<file path="src/rtl/muldiv_unit_pkg.sv">
// Shared FUNCT codes, FSM encoding and iteration count for the multiply/divide unit.
// Also holds the operand magnitude helper used on accept.
package muldiv_unit_pkg;

   localparam logic [5:0] FUNCT_MTHI  = 6'h11;
   localparam logic [5:0] FUNCT_MTLO  = 6'h13;
   localparam logic [5:0] FUNCT_MULT  = 6'h18;
   localparam logic [5:0] FUNCT_MULTU = 6'h19;
   localparam logic [5:0] FUNCT_DIV   = 6'h1A;
   localparam logic [5:0] FUNCT_DIVU  = 6'h1B;

   localparam int MULDIV_ITER = 32;
   localparam int CNT_W       = $clog2(MULDIV_ITER);

   typedef enum logic [1:0] {
      ST_IDLE = 2'd0,
      ST_MUL  = 2'd1,
      ST_DIV  = 2'd2,
      ST_FIX  = 2'd3
   } muldiv_state_t;

   function automatic logic [31:0] mag32(input logic [31:0] v, input logic is_signed);
      return (is_signed && v[31]) ? -v : v;
   endfunction

endpackage

</file>
<file path="src/rtl/muldiv_unit_div_restore_step.sv">
// One restoring-division step on a {remainder, quotient} pair; purely combinational.
module div_restore_step (
   input  logic [63:0] pair_i,
   input  logic [31:0] divisor_i,
   output logic [63:0] pair_o
);

   logic [32:0] shifted;
   logic [32:0] diff;

   // Remainder stays below the divisor (or its top bit is still clear when dividing by zero),
   // so bit 32 of the 33-bit difference is a reliable borrow.
   assign shifted = {pair_i[63:32], pair_i[31]};
   assign diff    = shifted - {1'b0, divisor_i};
   assign pair_o  = diff[32] ? {shifted[31:0], pair_i[30:0], 1'b0}
                             : {diff[31:0],    pair_i[30:0], 1'b1};

endmodule

</file>
<file path="src/rtl/muldiv_unit.sv">
// Iterative MULT/MULTU/DIV/DIVU plus MTHI/MTLO, owning HI/LO; 34-cycle stall per iterative op.
// MULDIV_FAST_MUL_EN selects a single-cycle multiplier (done in C1, no stall for multiplies).
module muldiv_unit
   import muldiv_unit_pkg::*;
(
   input  logic        clk,
   input  logic        rst_n,
   input  logic        start,
   input  logic [5:0]  funct,
   input  logic [31:0] operand_1,
   input  logic [31:0] operand_2,
   input  logic        flush,
   output logic        stall_req,
   output logic        done,
   output logic [31:0] hi,
   output logic [31:0] lo
);

   localparam logic [CNT_W-1:0] CNT_LAST = CNT_W'(MULDIV_ITER - 1);

   muldiv_state_t    state_q, state_d;
   logic [CNT_W-1:0] cnt_q, cnt_d;
   logic [63:0]      acc_q, acc_d;
   logic [31:0]      b_q, b_d;
   logic [31:0]      op1_q, op1_d;
   logic             neg_q, neg_d;
   logic             rneg_q, rneg_d;
   logic             dz_q, dz_d;
   logic             is_div_q, is_div_d;
   logic [31:0]      hi_q, hi_d;
   logic [31:0]      lo_q, lo_d;
   logic             done_q, done_d;

   logic        idle, accept, is_mul_f, is_div_f, is_sgn, sgn_diff, iter_f;
   logic [31:0] mag1, mag2;
   logic [63:0] div_pair, mul_pair, prod_fix;
   logic [31:0] q_fix, r_fix;

   assign idle     = (state_q == ST_IDLE);
   assign accept   = start & ~flush & idle;
   assign is_mul_f = (funct == FUNCT_MULT) || (funct == FUNCT_MULTU);
   assign is_div_f = (funct == FUNCT_DIV)  || (funct == FUNCT_DIVU);
   assign is_sgn   = (funct == FUNCT_MULT) || (funct == FUNCT_DIV);
   assign sgn_diff = is_sgn & (operand_1[31] ^ operand_2[31]);
   assign mag1     = mag32(operand_1, is_sgn);
   assign mag2     = mag32(operand_2, is_sgn);

   div_restore_step u_step (
      .pair_i    (acc_q),
      .divisor_i (b_q),
      .pair_o    (div_pair)
   );

`ifdef MULDIV_FAST_MUL_EN
   logic [63:0] fast_prod, fast_res;
   assign fast_prod = {32'b0, mag1} * {32'b0, mag2};
   assign fast_res  = sgn_diff ? -fast_prod : fast_prod;
   assign iter_f    = is_div_f;
   assign mul_pair  = acc_q;
`else
   logic [32:0] mul_sum;
   // Add multiplicand into the upper half when the current multiplier bit is set, then shift.
   assign mul_sum  = {1'b0, acc_q[63:32]} + (acc_q[0] ? {1'b0, b_q} : 33'd0);
   assign mul_pair = {mul_sum, acc_q[31:1]};
   assign iter_f   = is_mul_f | is_div_f;
`endif

   assign prod_fix = neg_q  ? -acc_q          : acc_q;
   assign q_fix    = neg_q  ? -acc_q[31:0]    : acc_q[31:0];
   assign r_fix    = rneg_q ? -acc_q[63:32]   : acc_q[63:32];

   assign stall_req = (start & iter_f & idle & ~flush) | ~idle;
   assign done      = done_q;
   assign hi        = hi_q;
   assign lo        = lo_q;

   always_comb begin
      state_d  = state_q;
      cnt_d    = cnt_q;
      acc_d    = acc_q;
      b_d      = b_q;
      op1_d    = op1_q;
      neg_d    = neg_q;
      rneg_d   = rneg_q;
      dz_d     = dz_q;
      is_div_d = is_div_q;
      hi_d     = hi_q;
      lo_d     = lo_q;
      done_d   = 1'b0;

      if (flush && !idle) begin
         state_d = ST_IDLE;
         cnt_d   = '0;
      end else begin
         case (state_q)
            ST_IDLE: begin
               if (accept) begin
                  if (funct == FUNCT_MTHI) begin
                     hi_d = operand_1;
                  end else if (funct == FUNCT_MTLO) begin
                     lo_d = operand_1;
                  end else if (is_div_f) begin
                     state_d  = ST_DIV;
                     cnt_d    = '0;
                     acc_d    = {32'b0, mag1};
                     b_d      = mag2;
                     op1_d    = operand_1;
                     neg_d    = sgn_diff;
                     rneg_d   = is_sgn & operand_1[31];
                     dz_d     = (operand_2 == 32'd0);
                     is_div_d = 1'b1;
                  end else if (is_mul_f) begin
`ifdef MULDIV_FAST_MUL_EN
                     {hi_d, lo_d} = fast_res;
                     done_d       = 1'b1;
`else
                     state_d  = ST_MUL;
                     cnt_d    = '0;
                     acc_d    = {32'b0, mag2};
                     b_d      = mag1;
                     neg_d    = sgn_diff;
                     rneg_d   = 1'b0;
                     dz_d     = 1'b0;
                     is_div_d = 1'b0;
`endif
                  end
               end
            end
            ST_MUL, ST_DIV: begin
               acc_d = (state_q == ST_DIV) ? div_pair : mul_pair;
               cnt_d = cnt_q + 1'b1;
               if (cnt_q == CNT_LAST) begin
                  state_d = ST_FIX;
               end
            end
            ST_FIX: begin
               if (!is_div_q) begin
                  {hi_d, lo_d} = prod_fix;
               end else if (dz_q) begin
                  hi_d = op1_q;
                  lo_d = 32'hFFFF_FFFF;
               end else begin
                  hi_d = r_fix;
                  lo_d = q_fix;
               end
               done_d  = 1'b1;
               state_d = ST_IDLE;
            end
            default: state_d = ST_IDLE;
         endcase
      end
   end

   always_ff @(posedge clk or negedge rst_n) begin
      if (!rst_n) begin
         state_q  <= ST_IDLE;
         cnt_q    <= '0;
         acc_q    <= '0;
         b_q      <= '0;
         op1_q    <= '0;
         neg_q    <= 1'b0;
         rneg_q   <= 1'b0;
         dz_q     <= 1'b0;
         is_div_q <= 1'b0;
         hi_q     <= '0;
         lo_q     <= '0;
         done_q   <= 1'b0;
      end else begin
         state_q  <= state_d;
         cnt_q    <= cnt_d;
         acc_q    <= acc_d;
         b_q      <= b_d;
         op1_q    <= op1_d;
         neg_q    <= neg_d;
         rneg_q   <= rneg_d;
         dz_q     <= dz_d;
         is_div_q <= is_div_d;
         hi_q     <= hi_d;
         lo_q     <= lo_d;
         done_q   <= done_d;
      end
   end

endmodule

</file>
<file path="config.mk">
export PLATFORM = sky130hd
export DESIGN_NAME = muldiv_unit
export DESIGN_NICKNAME = d
export VERILOG_FILES = /design/src/rtl/muldiv_unit_pkg.sv /design/src/rtl/muldiv_unit_div_restore_step.sv /design/src/rtl/muldiv_unit.sv
export SDC_FILE = /design/constraint.sdc
export NUM_CORES = 1
export LEC_CHECK = 0
export ABC_AREA = 1
export BUFFER_PORTS_ARGS = -buffer_cell sky130_fd_sc_hd__buf_2
export CORE_MARGIN = 5
export CORE_UTILIZATION = 45
export DETAILED_ROUTE_END_ITERATION = 10
export PLACE_DENSITY_LB_ADDON = 0.12
export SYNTH_ARGS = -nofsm -noshare
export SYNTH_HDL_FRONTEND = slang
export SYNTH_SLANG_ARGS = --single-unit
</file>
<file path="constraint.sdc">
create_clock -name clk -period 4.5 [get_ports clk]
set_clock_uncertainty 0.05 [all_clocks]
set_input_delay 0 -clock clk [delete_from_list [all_inputs] [get_ports clk]]
set_output_delay 0 -clock clk [all_outputs]
set_load 0.03 [all_outputs]
</file>
; After elaboration in Yosys (flattened, before gate mapping)
; Cells that the tools add are included.
[totals]
word_cells = 127
ff_bits = 204
in_bits = 74
out_inout_bits = 66
[op_classes]
n_addsub = 8
eq_ne = 21
n_bitwise = 15
mux = 50
n_reduce_logical = 21
[ops]
columns = cell, count
row1 = $mux 32, 16
row2 = $mux 64, 8
row3 = $neg 32->32, 4
row4 = $pmux 32 s2, 2
row5 = $pmux 64 s2, 1
row6 = $neg 64->64, 1
row7 = $eq 6x5->1 const B, 6
row8 = $add 32x32->33, 1
row9 = $sub 33x32->33, 1
row10 = $logic_not 32->1, 1
row11 = $mux 5, 6
row12 = $reduce_and 6->1, 3
row13 = $reduce_and 5->1, 3
row14 = $mux 2, 7
row15 = $pmux 5 s2, 1
row16 = $ne 3x3->1 const B, 3
row17 = $mux 1, 8
row18 = $and 1x1->1, 7
row19 = $ne 2x1->1 const B, 3
row20 = $ne 3x1->1 const B, 2
row21 = $pmux 2 s3, 1
row22 = $reduce_bool 2->1, 3
row23 = $add 5x1->5 const B, 1
row24 = $eq 5x5->1 const B, 1
row25 = 14 further kinds, 25

; Longest topological paths before layout
[depth]
ltp_word = 10
depth_mapped = 20
ltp_nobuf = 19

; Cells and area by module
; From an unflattened synthesis, not the netlist that was laid out.
[unflattened]
cells_unflattened = 3571
hier_area_um2 = 20910.1
[modules_own_cells]
columns = mod, instances, seq_area_each_um2, area_each_um2, cells_each
row1 = muldiv_unit, 1, 5104.9, 17526.8, 2860
row2 = div_restore_step, 1, 0.0, 3383.2, 711

; Least setup slack after synthesis
; No wires, ideal clock.
[synth_timing]
path_type = flip-flop to flip-flop
start = register acc_q[0]
end = register acc_q[61]
n_path_buf = 2
t_arrival_ns = 2.521
path_slack_ns = 1.811
t_required_ns = 4.333
period_less_slack_ns = 2.689
path_stages_with_launch = 18
setup_ns = 0.117
cell_sequence = dfrtp_1 > buf_2 > buf_1 > nand2_1 > inv_1 > ha_1 > inv_1 > fa_1 > o21ai_0 > nand2_1 > nand2_1 > nand2_1 > nand2_1 > nand3b_1 > nand3_1 > nand3_1 > nand3_1 > nand2_1
[synth_between]
elab_chain_len = 4
[synth_rtl]
columns = element, line
row1 = from (decl), muldiv_unit.sv:23  ; logic [63:0] acc_q, acc_d;
row2 = from (signal assigned), muldiv_unit.sv:158  ; acc_q <= '0;
row3 = from (signal assigned), muldiv_unit.sv:171  ; acc_q <= acc_d;
row4 = $mux 32, muldiv_unit.sv:63  ; assign mul_sum = {1'b0, acc_q[63:32]} + (acc_q[0] ? {1'b0, b_q} : 33'd0);
row5 = $add 32x32->33, muldiv_unit.sv:63
row6 = $mux 64, muldiv_unit.sv:130  ; acc_d = (state_q == ST_DIV) ? div_pair : mul_pair;
row7 = $pmux 64 s2, muldiv_unit.sv:95  ; case (state_q)
; No other way between the ends.
; A chain may end at the register's enable or synchronous reset.

; Worst setup path after layout
[layout_timing]
start = register acc_q[31]
end = register acc_q[38]
[layout_between]
elab_chain_len = 4
[layout_rtl]
columns = element, line
row1 = $sub 33x32->33, muldiv_unit_div_restore_step.sv:14  ; assign diff = shifted - {1'b0, divisor_i};
row2 = $mux 64, muldiv_unit_div_restore_step.sv:15  ; assign pair_o = diff[32] ? {shifted[31:0], pair_i[30:0], 1'b0}
row3 = $mux 64, muldiv_unit.sv:130
row4 = $pmux 64 s2, muldiv_unit.sv:95
; No other way between the ends.

==> flow_metrics.py <==
metrics = {
    "timing": {
        "worst_pin_slew_ns": 1.13,
        "final_max_slew_viol_count": 0,
        "setup_ws_ns": 1.12,
        "post-route-min-period_ns": 3.38,
        "finalSetupTns_ns": 0,
        "hold_slack_ns": -0.00877,
        "fin_crit_sh_pct": 75.2,
        "setup_viol": 0,
        "max_slew_margin_pct": 24.7,
        "max_freq_mhz": 296,
        "rsz0062_at_grt": "no",
        "hold_viol": 4,
    },
    "critical_path": {
        "start_kind": "flop",
        "crit_required_ns": 4.89,
        "r2r-start": "acc_q[31]$_DFFE_PN0P_",
        "critical_path.cell_chain": "inv_1 > ha_1 > fa_1 > inv_1 > nand3_2 > nand2_2 > nand2_2 > nand2_2 > nand2_2 > nand2_4 > nand2_4 > nand3_2 > nand2_4 > nor2_1 > nand2_1 > nand3_1 > o21ai_1",
        "cp-startpoint": "acc_q[31]$_DFFE_PN0P_",
        "cp_slowest_cell": "dfrtp_1",
        "path_max_fanout": 28,
        "slowest_delay_ns": 0.57,
        "critPathArrivalTime_ns": 3.77,
        "rrSetupSlack_ns": 1.12,
        "critPathKind": "flop to flop",
        "reg2reg_to": "acc_q[38]$_DFFE_PN0P_",
        "cp-end-kind": "flop",
        "ff2ff_path_depth": 17,
        "cpMostUsedCell": "nand2_2",
    },
    "synthesis": {
        "yosys.area.top_type": "dfrtp_1",
        "synth_top_area_share_pct": 24.8,
        "yosys_most_used_dff": "dfrtp_1",
        "avgSynthCellArea_sq_um": 5.90,
        "ys_types": 55,
        "ys.warnings.count": 0,
        "synthTopCellsByArea": "dfrtp_1 25%, nand2_1 19%, nor2_1 8.6%",
        "synth_edf_count": 0,
        "synth.most_common_cell": "nand2_1",
        "syn-instance-count": 3483,
        "synth_seq_area_share_pct": 24.8,
        "synth-seq-cells": 204,
        "synth_nets": 3632,
        "async_reset_ff_share_pct": 100,
        "synth_common_cells": "1019 x nand2_1, 469 x nor2_1, 432 x inv_1",
        "netlist_area_sq_mm": 0.0205,
    },
    "pwr": {
        "ir_worst_vdd_mv": 0.878,
        "p_leak_nw": 11.9,
        "powerDensity_mw_per_mm2": 695,
    },
    "detailed_routing": {
        "postRouteWirelength_microns": 99700,
        "drc": 0,
        "via_per_inst": 5.92,
        "ant_nets": 0,
        "vias": 25200,
        "dr.pass1.iters": 9,
        "drt-initial-drc-count": 3072,
        "wl_per_cell_microns": 23.4,
    },
    "global_route": {
        "grt_max_degree": 92,
        "grt_pass1_wl_microns": 148000,
        "grt_usage_pct": 38.4,
        "grt_remaining_overflow": 0,
        "first_global_vias": 23700,
        "antenna_found_initial": 1,
    },
    "floorplanning": {
        "start_util_pct": 45.4,
        "core_area_sq_mm": 0.0453,
        "die_w_microns": 224,
        "die_area_sq_mm": 0.0500,
        "die_h_microns": 224,
        "rows": 78,
        "io_pins": 140,
    },
    "placement": {
        "post-place-ws_ns": 1.24,
        "gp_congestion": 1.06,
        "port_buffers": 139,
        "dp_hpwl_microns": 79300,
    },
    "clock_network": {
        "clkTransAtPathRegs_ns": 0.06,
        "root_buffer": "clkbuf_16",
        "cts_buffers": 27,
        "cts_tree": "done",
        "clk_path_buf_depth": 3,
        "insertion_delay_ns": 0.60,
        "cts.htree.levels": 1,
        "cts_resized": 0,
        "cts.sinks": 204,
    },
    "status": {
        "violations": "negative hold slack",
        "outcome": "finished with violations",
    },
    "cells_and_area": {
        "drive_above_1_share_pct": 7.76,
        "syn_to_final_growth_pct": 14.2,
        "antenna_cells": 0,
        "nNetsFinal": 3788,
    },
    "worst_hold_path": {
        "hold_path_class": "primary input to asynchronous set/reset pin",
    },
    "job": {
        "drv_cap": 0,
    },
}
layout by cell type (no fill, tap or decap), types with 15 or more instances in the layout:
master,n
xnor2_1,16
inv_1,432
a22oi_1,23
nand4_1,48
nand2_2,15
a21oi_1,228
clkbuf_16,27
o211ai_1,35
o21ai_0,201
nor2_1,469
buf_4,30
nor3_1,29
nand2_1,1019
dlygate4sd3_1,87
nand3_1,329
a2bb2oi_1,15
o221ai_1,15
ha_1,71
o21ai_1,26
buf_2,138
xor2_1,59
dfrtp_1,203
worst max-delay path: cells and delay by family, from the launching register on:
family / cells / cell delay [ns]
AOI/OAI and AO/OA: 1 / 0.07
buffers and inverters: 2 / 0.27
adders and majority gates: 2 / 0.68
and+or+nand+nor: 12 / 1.55
DFF: 1 / 0.57
through the flow:
step / instances / area, sq um / util (%) / power (mW)
floorplan: 3483 / 20500 / - / 10.1
CTS: 4259 / 23500 / 51.8 / 16.0
finish: 4259 / 23500 / 51.8 / 16.3
global route: 4259 / 23500 / 51.8 / 17.3
global placement: 4123 / 21600 / 47.8 / 13.4
detailed placement: 4123 / 21600 / 47.8 / 13.5
final cells by class:
type                    instances  area [sq um]
fillers                      4862         21800
multi-input cells            2708         13200
flip-flops and latches        204          5110
repair buffers                256          1800
inverters                     442          1660
well taps                     600           751
clock buffers                  36           749
clock inverters                13           199
per-layer routing:
metal,vias to the layer above,global-route usage (%),routed length (microns)
li1,11600,-,-
met5,-,0,13
met1,11800,51.8,40100
met3,311,8.49,10800
met2,1541,57.1,41700
met4,2,21.3,7120
flip-flops by register name (all words and copies together), names as in the netlist:
signal and cells:
neg_q 1, rneg_q 1, dz_q 1, lo 32, hi 32, cnt_q 5
done 1, state_q 2, acc_q 64, b_q 32, is_div_q 1, op1_q 32
power breakdown:
group	internal (mW)	switching (mW)	total, mW
Clock	1.41	0.972	2.38
Combinational	3.06	7.26	10.3
Sequential	2.58	1.03	3.61
how the worst max path moves through the flow:
| stage | end | slack (ns) | cells past startpoint |
|---|---|---|---|
| finish | acc_q[38]$_DFFE_PN0P_ | 1.12 | 17 |
| global route | acc_q[45]$_DFFE_PN0P_ | 0.95 | 12 |
| CTS | acc_q[38]$_DFFE_PN0P_ | 1.22 | 17 |
| detailed placement | acc_q[38]$_DFFE_PN0P_ | 1.24 | 17 |
| global placement | acc_q[38]$_DFFE_PN0P_ | 1.29 | 17 |
| floorplan | acc_q[61]$_DFFE_PN0P_ | 1.81 | 17 |
kinds of logic after synthesis:
group | Yosys count | synth area share, %
AO/OA/AOI/OAI | 586 | 16.1
XOR/XNOR | 75 | 3.20
adder cells (fa/ha/maj) | 75 | 4.64
buffers and inverters | 571 | 10.9
flip-flops | 204 | 24.8
multiplexers | 1 | 0.0487
AND/OR/NAND/NOR | 1971 | 40.2
repair_timing:
item | CTS | global route
hold endpoints to repair | 190 | 0
setup endpoints to repair | 0 | 0
hold buffers | 87 | 0
buffers inserted | 0 | 0
Power figures use the tool's default switching activity.
